File: src/rtl/aes_axis_ingress.sv
// AXI4-Stream ingress for the AES controller: 2-entry skid buffer, command/payload
// framing, and zero padding of misaligned or empty payloads to whole 128-bit blocks.
module aes_axis_ingress #(
    parameter int BUS_DATA_WIDTH = 32,
    parameter int BLOCK_WORDS    = 4,
    parameter int CNT_WIDTH      = 16
) (
    input  logic                      clk,
    input  logic                      resetn,
    input  logic [BUS_DATA_WIDTH-1:0] s_axis_tdata,
    input  logic                      s_axis_tvalid,
    output logic                      s_axis_tready,
    input  logic                      s_axis_tlast,
    input  logic                      controller_in_busy,
    output logic                      in_bus_data_wren,
    output logic                      in_bus_tlast,
    output logic [BUS_DATA_WIDTH-1:0] in_bus_data,
    output logic                      err_len,
    output logic [CNT_WIDTH-1:0]      pkt_cnt,
    output logic [CNT_WIDTH-1:0]      err_cnt
);
    localparam int PH_W  = (BLOCK_WORDS > 1) ? $clog2(BLOCK_WORDS) : 1;
    localparam int PAD_W = $clog2(BLOCK_WORDS + 1);
    localparam int ENT_W = BUS_DATA_WIDTH + 1;

    localparam logic [PH_W-1:0]      PH_ZERO   = {PH_W{1'b0}};
    localparam logic [PH_W-1:0]      PH_ONE    = PH_W'(1);
    localparam logic [PH_W-1:0]      PH_LAST   = PH_W'(BLOCK_WORDS - 1);
    localparam logic [PAD_W-1:0]     PAD_ONE   = PAD_W'(1);
    localparam logic [PAD_W-1:0]     PAD_BLOCK = PAD_W'(BLOCK_WORDS);
    localparam logic [CNT_WIDTH-1:0] CNT_ONE   = CNT_WIDTH'(1);
    localparam logic [CNT_WIDTH-1:0] CNT_MAX   = {CNT_WIDTH{1'b1}};

    typedef enum logic [0:0] {
        ST_PASS = 1'b0,
        ST_PAD  = 1'b1
    } state_t;

    state_t                    state_r;
    state_t                    state_nxt_s;
    logic [ENT_W-1:0]          buf0_r;
    logic [ENT_W-1:0]          buf1_r;
    logic [1:0]                occ_r;
    logic [1:0]                occ_nxt_s;
    logic                      ready_r;
    logic [PH_W-1:0]           phase_r;
    logic                      started_r;
    logic [PAD_W-1:0]          pad_cnt_r;

    logic                      push_s;
    logic                      pop_s;
    logic                      emit_s;
    logic                      tlast_s;
    logic                      err_s;
    logic                      pkt_done_s;
    logic [BUS_DATA_WIDTH-1:0] data_s;
    logic [ENT_W-1:0]          in_ent_s;
    logic                      head_last_s;
    logic                      aligned_s;

    assign s_axis_tready = ready_r;
    assign push_s        = s_axis_tvalid && ready_r;
    assign in_ent_s      = {s_axis_tlast, s_axis_tdata};
    assign head_last_s   = buf0_r[ENT_W-1];
    // phase_r is the payload count mod BLOCK_WORDS; started_r marks a non-empty payload.
    assign aligned_s     = started_r && (phase_r == PH_ZERO);
    assign occ_nxt_s     = occ_r + {1'b0, push_s} - {1'b0, pop_s};

    // State register
    always_ff @(posedge clk) begin
        if (!resetn) begin
            state_r <= ST_PASS;
        end else begin
            state_r <= state_nxt_s;
        end
    end

    // Next-state logic
    always_comb begin
        state_nxt_s = state_r;
        case (state_r)
            ST_PASS: begin
                if (pop_s && head_last_s && !aligned_s) begin
                    state_nxt_s = ST_PAD;
                end else begin
                    state_nxt_s = ST_PASS;
                end
            end
            ST_PAD: begin
                if (emit_s && (pad_cnt_r == PAD_ONE)) begin
                    state_nxt_s = ST_PASS;
                end else begin
                    state_nxt_s = ST_PAD;
                end
            end
            default: state_nxt_s = ST_PASS;
        endcase
    end

    // Output decode: what goes to the controller this cycle
    always_comb begin
        pop_s      = 1'b0;
        emit_s     = 1'b0;
        tlast_s    = 1'b0;
        err_s      = 1'b0;
        pkt_done_s = 1'b0;
        data_s     = {BUS_DATA_WIDTH{1'b0}};
        case (state_r)
            ST_PASS: begin
                if ((occ_r != 2'd0) && !controller_in_busy) begin
                    pop_s  = 1'b1;
                    emit_s = 1'b1;
                    data_s = buf0_r[BUS_DATA_WIDTH-1:0];
                    if (head_last_s && aligned_s) begin
                        tlast_s    = 1'b1;
                        pkt_done_s = 1'b1;
                    end else if (head_last_s) begin
                        err_s = 1'b1;
                    end else begin
                        tlast_s = 1'b0;
                    end
                end else begin
                    pop_s = 1'b0;
                end
            end
            ST_PAD: begin
                if (!controller_in_busy) begin
                    emit_s = 1'b1;
                    if (pad_cnt_r == PAD_ONE) begin
                        tlast_s    = 1'b1;
                        pkt_done_s = 1'b1;
                    end else begin
                        tlast_s = 1'b0;
                    end
                end else begin
                    emit_s = 1'b0;
                end
            end
            default: begin
                emit_s = 1'b0;
            end
        endcase
    end

    // Skid buffer: entry 0 is always the head; ready reflects next-cycle occupancy
    always_ff @(posedge clk) begin
        if (!resetn) begin
            buf0_r  <= {ENT_W{1'b0}};
            buf1_r  <= {ENT_W{1'b0}};
            occ_r   <= 2'd0;
            ready_r <= 1'b0;
        end else begin
            occ_r   <= occ_nxt_s;
            ready_r <= (occ_nxt_s < 2'd2);
            if (push_s && pop_s) begin
                if (occ_r == 2'd2) begin
                    buf0_r <= buf1_r;
                    buf1_r <= in_ent_s;
                end else begin
                    buf0_r <= in_ent_s;
                end
            end else if (push_s) begin
                if (occ_r == 2'd0) begin
                    buf0_r <= in_ent_s;
                end else begin
                    buf1_r <= in_ent_s;
                end
            end else if (pop_s) begin
                buf0_r <= buf1_r;
            end
        end
    end

    // Packet framing: payload phase and the pad countdown
    always_ff @(posedge clk) begin
        if (!resetn) begin
            phase_r   <= PH_ZERO;
            started_r <= 1'b0;
            pad_cnt_r <= {PAD_W{1'b0}};
        end else if (pop_s) begin
            if (head_last_s) begin
                phase_r   <= PH_ZERO;
                started_r <= 1'b0;
                // Covers the empty payload too: phase 0 yields a full block of padding.
                pad_cnt_r <= PAD_BLOCK - PAD_W'(phase_r);
            end else begin
                started_r <= 1'b1;
                phase_r   <= (phase_r == PH_LAST) ? PH_ZERO : (phase_r + PH_ONE);
            end
        end else if ((state_r == ST_PAD) && emit_s) begin
            pad_cnt_r <= pad_cnt_r - PAD_ONE;
        end
    end

    // Registered controller interface and saturating statistics
    always_ff @(posedge clk) begin
        if (!resetn) begin
            in_bus_data_wren <= 1'b0;
            in_bus_tlast     <= 1'b0;
            in_bus_data      <= {BUS_DATA_WIDTH{1'b0}};
            err_len          <= 1'b0;
            pkt_cnt          <= {CNT_WIDTH{1'b0}};
            err_cnt          <= {CNT_WIDTH{1'b0}};
        end else begin
            in_bus_data_wren <= emit_s;
            in_bus_tlast     <= tlast_s;
            in_bus_data      <= data_s;
            err_len          <= err_s;
            if (pkt_done_s && (pkt_cnt != CNT_MAX)) begin
                pkt_cnt <= pkt_cnt + CNT_ONE;
            end
            if (err_s && (err_cnt != CNT_MAX)) begin
                err_cnt <= err_cnt + CNT_ONE;
            end
        end
    end

endmodule

File: config.mk
export PLATFORM = sky130hd
export DESIGN_NAME = aes_axis_ingress
export DESIGN_NICKNAME = d
export VERILOG_FILES = /design/src/rtl/aes_axis_ingress.sv
export SDC_FILE = /design/constraint.sdc
export NUM_CORES = 1
export LEC_CHECK = 0
export ABC_AREA = 1
export CAP_MARGIN = 10
export CELL_PAD_IN_SITES_DETAIL_PLACEMENT = 0
export CELL_PAD_IN_SITES_GLOBAL_PLACEMENT = 1
export CORE_ASPECT_RATIO = 0.75
export CORE_UTILIZATION = 35
export DETAILED_ROUTE_END_ITERATION = 8
export PLACE_DENSITY = 0.81
export SLEW_MARGIN = 10
export SYNTH_ARGS = -nofsm -noshare
export SYNTH_HDL_FRONTEND = slang
export SYNTH_SLANG_ARGS = --single-unit
File: constraint.sdc
create_clock -name clk -period 2.1 [get_ports clk]
set_clock_uncertainty 0.2 [all_clocks]
set_input_delay 0.42 -clock clk [delete_from_list [all_inputs] [get_ports clk]]
set_output_delay 0.42 -clock clk [all_outputs]
set_load 0.01 [all_outputs]
==> results.txt <==
Gpl congestion - 0.796
Worst min-delay path startpoint - buf0_r[17]$_SDFFE_PN0P_
Post-synth ARST share - 0%
Main synth FF type - dfxtp_1
Net Sw Frac - 32.1%
Nets - 1115
Reg2reg start - occ_r[0]$_SDFF_PN0_
Detail Route Antenna Nets - 0
Vias - 6259
ANT cells - 0
Psw - 3040 uW
RSZ-0062 raised after global routing - false
Drt pass-1 iters - 5
Placed inst area - 8170 sq um
Syn Std Cell Area - 6690 sq um
Beginning of the critical path - err_cnt[3]$_SDFFE_PN0P_
CTS sink count - 143
F_max - 491 MHz
Non-Filler Instances - 1329
Post-route cell area - 8930 sq um
Largest net degree at the start of global routing - 53
Initial antenna violation count - 0
P&R area growth vs syn - 33.5%
Worst vdd rail ir drop - 0.000596 V
Most numerous cell in the Yosys netlist - nand2_1
Total clock buffers created by CTS - 17
HP Class - reg -> reg
Root buf cell - clkbuf_16
Buf+Inv Stages, Crit Path - 1
Slowest CP cell - clkdlybuf4s50_1
CP max FO - 5
Startpoint Class - register
Core footprint - 18600 sq um
Slew @ Worst Pin - 0.487 ns
Combinational power share - 29.9%
Arrival time at the worst endpoint - 1.42 ns
Clock latency on the worst-skew pair - 0.42 ns
Detailed-route vias per instance - 4.71
Register-to-Register Setup Slack - 0.16 ns
Reg clk slew, reported paths - 0.06 ns
Total GRT Usage - 17.3%
DRC Markers - 0
Yosys top cell area share - 42.8%
Grt ovf - 0
Max Cap Violations - 0
Clock network power share - 34.3%
Status - completed
WP data required - 1.48 ns
CTS tree - yes
Fillers - 1879
Share of post-route cells with drive strength above 1 - 9.80%
Final setup violation count - 0
Synth area leaders - dfxtp_1, a21oi_1, nand2_1
Clock Tree Buf Depth - 2
Die area - 19700 sq um
Synth Area per Inst - 6.98 sq um
Post-Syn Instances - 958
CP peak stage delay - 0.58 ns
Yosys reg bits - 143
Min cycle time layout - 2.04 ns
Setup CP Type - reg -> out
Internal - 6450 uW
Post-Place Cells - 1290
PD cells - 1060 nW/um^2
Vias in the first global route - 5518
Leakage - 0.00377 uW
Cell taking the most area after synthesis - dfxtp_1
# H-tree levels - 4
DRT iter0 DRCs - 313
CP Capture Type - output pin
Top cells by count, synth - nand2_1, a21oi_1, dfxtp_1, nor2_1, inv_1
Share of the yosys chip area belonging to registers - 42.8%
Yosys cell types - 31
Sequential share of power - 35.8%
First-pass GRT wire length - 27.0 mm
Standard-cell rows - 43
Post-DP HPWL - 11.0 mm
Final hold vios - 0
Crit path cell chain - clkdlybuf4s50_1
Normalized max-slew margin - 67.4%
Final wirelength - 17.2 mm
Port bufs - 104
Die Wd - 162 um
Die Ht - 122 um
Final critical-path share of the clock period - 96.9%
Initial core utilization - 35.9%
Ports - 105
Fin. max-slew vios - 0
CP delay by family, top - buffers and inverters
Synth Warn # - 0
Synthesized Nets - 1004
Wire length per cell - 12.9 um
EDFF count, synth - 0
## layer usage
layer  vias to the layer above  GRT usage [%]  part of all wire [%]
met5                         -              0                     0
met4                         0           4.78                  0.58
met3                         8           3.92                   4.6
met2                       148           27.0                    42
met1                      2794           24.0                    52
li1                       3309              -                     -
## stage by stage
| step | util [%] | total power (uW) | setup slack, ns | hold WS [ns] | setup TNS (ns) |
|---|---|---|---|---|---|
| finish | 48.0 | 9490 | 0.0650 | 0.232 | 0 |
| global placement | 43.9 | 6150 | -0.329 | 0.227 | -19.89 |
| floorplan | - | 5360 | 0.0357 | 0.216 | 0 |
| global route | 48.0 | 10100 | 0.00588 | 0.247 | 0 |
| detailed placement | 43.9 | 6190 | -0.377 | 0.225 | -23.28 |
| CTS | 47.3 | 9480 | 0.00284 | 0.235 | 0 |
## power by group through the flow
stage | clock network [uW] | registers (uW) | logic, uW
floorplan | 0 | 3440 | 1930
global placement | 0 | 3450 | 2700
detailed placement | 0 | 3450 | 2740
CTS | 3330 | 3400 | 2760
global route | 3450 | 3460 | 3170
finish | 3250 | 3400 | 2840
## sequential cells by signal, summed over array words and instances, names as in the netlist
signal            cells
buf0_r               33
buf1_r               33
err_cnt              16
err_len               1
in_bus_data          32
in_bus_data_wren      1
in_bus_tlast          1
occ_r                 2
pad_cnt_r             3
phase_r               2
pkt_cnt              16
s_axis_tready         1
started_r             1
state_r               1
## layout by cell type, fill, tap and decap left out, types with 2 or more instances in the layout
| cell | count |
|---|---|
| nand2_1 | 171 |
| xnor2_1 | 5 |
| clkbuf_8 | 3 |
| o21a_1 | 25 |
| inv_2 | 3 |
| a31oi_1 | 2 |
| o21ai_0 | 91 |
| nor2_2 | 5 |
| xor2_1 | 10 |
| buf_12 | 10 |
| ha_1 | 8 |
| clkbuf_16 | 19 |
| nand4_1 | 7 |
| bufinv_16 | 4 |
| buf_4 | 28 |
| nor2_4 | 2 |
| dfxtp_1 | 133 |
| nand3_1 | 17 |
| inv_1 | 111 |
| o21ai_1 | 29 |
| nand2_2 | 5 |
| nor2_1 | 112 |
| clkinv_2 | 5 |
| clkdlybuf4s50_1 | 101 |
| dfxtp_2 | 10 |
| dlymetal6s2s_1 | 2 |
| a21oi_1 | 149 |
## timing repair
action / in CTS / in global routing
setup buffers: 0 / 5
hold buffers: 0 / 0
cloned: 0 / 2
pin swaps: 0 / 3
gates resized for setup: 1 / 17
setup endpoints to repair: 1 / 54
## cell families (layout without fill, tap and decap cells)
logic type	Yosys count	after routing	share of synthesized area [%]
simple gates	323	323	19.4
flops	143	143	42.8
xor+xnor	15	15	1.96
compound gates	300	300	23.8
fa+ha+maj	9	9	1.68
buf+inv	168	292	10.3
## area by class of cell
cell class                      count  area, sq um  share of cell area (%)
Clock buffer                       21          470                    5.27
Tap cell                          247          309                    3.46
Multi-Input combinational cell    647         3170                    35.5
Inverter                          115          434                    4.86
Clock inverter                     11          161                    1.81
Timing Repair Buffer              145         1510                    16.9
Sequential cell                   143         2880                    32.2
## final timing paths
check / end / cells past startpoint
min: in_bus_data[17]$_SDFF_PP0_ / 2
max reg2reg: occ_r[1]$_SDFF_PN0_ / 9
max: err_cnt[3] / 1
min reg2reg: in_bus_data[17]$_SDFF_PP0_ / 2
Note: power is estimated with default switching activity, not from simulation.
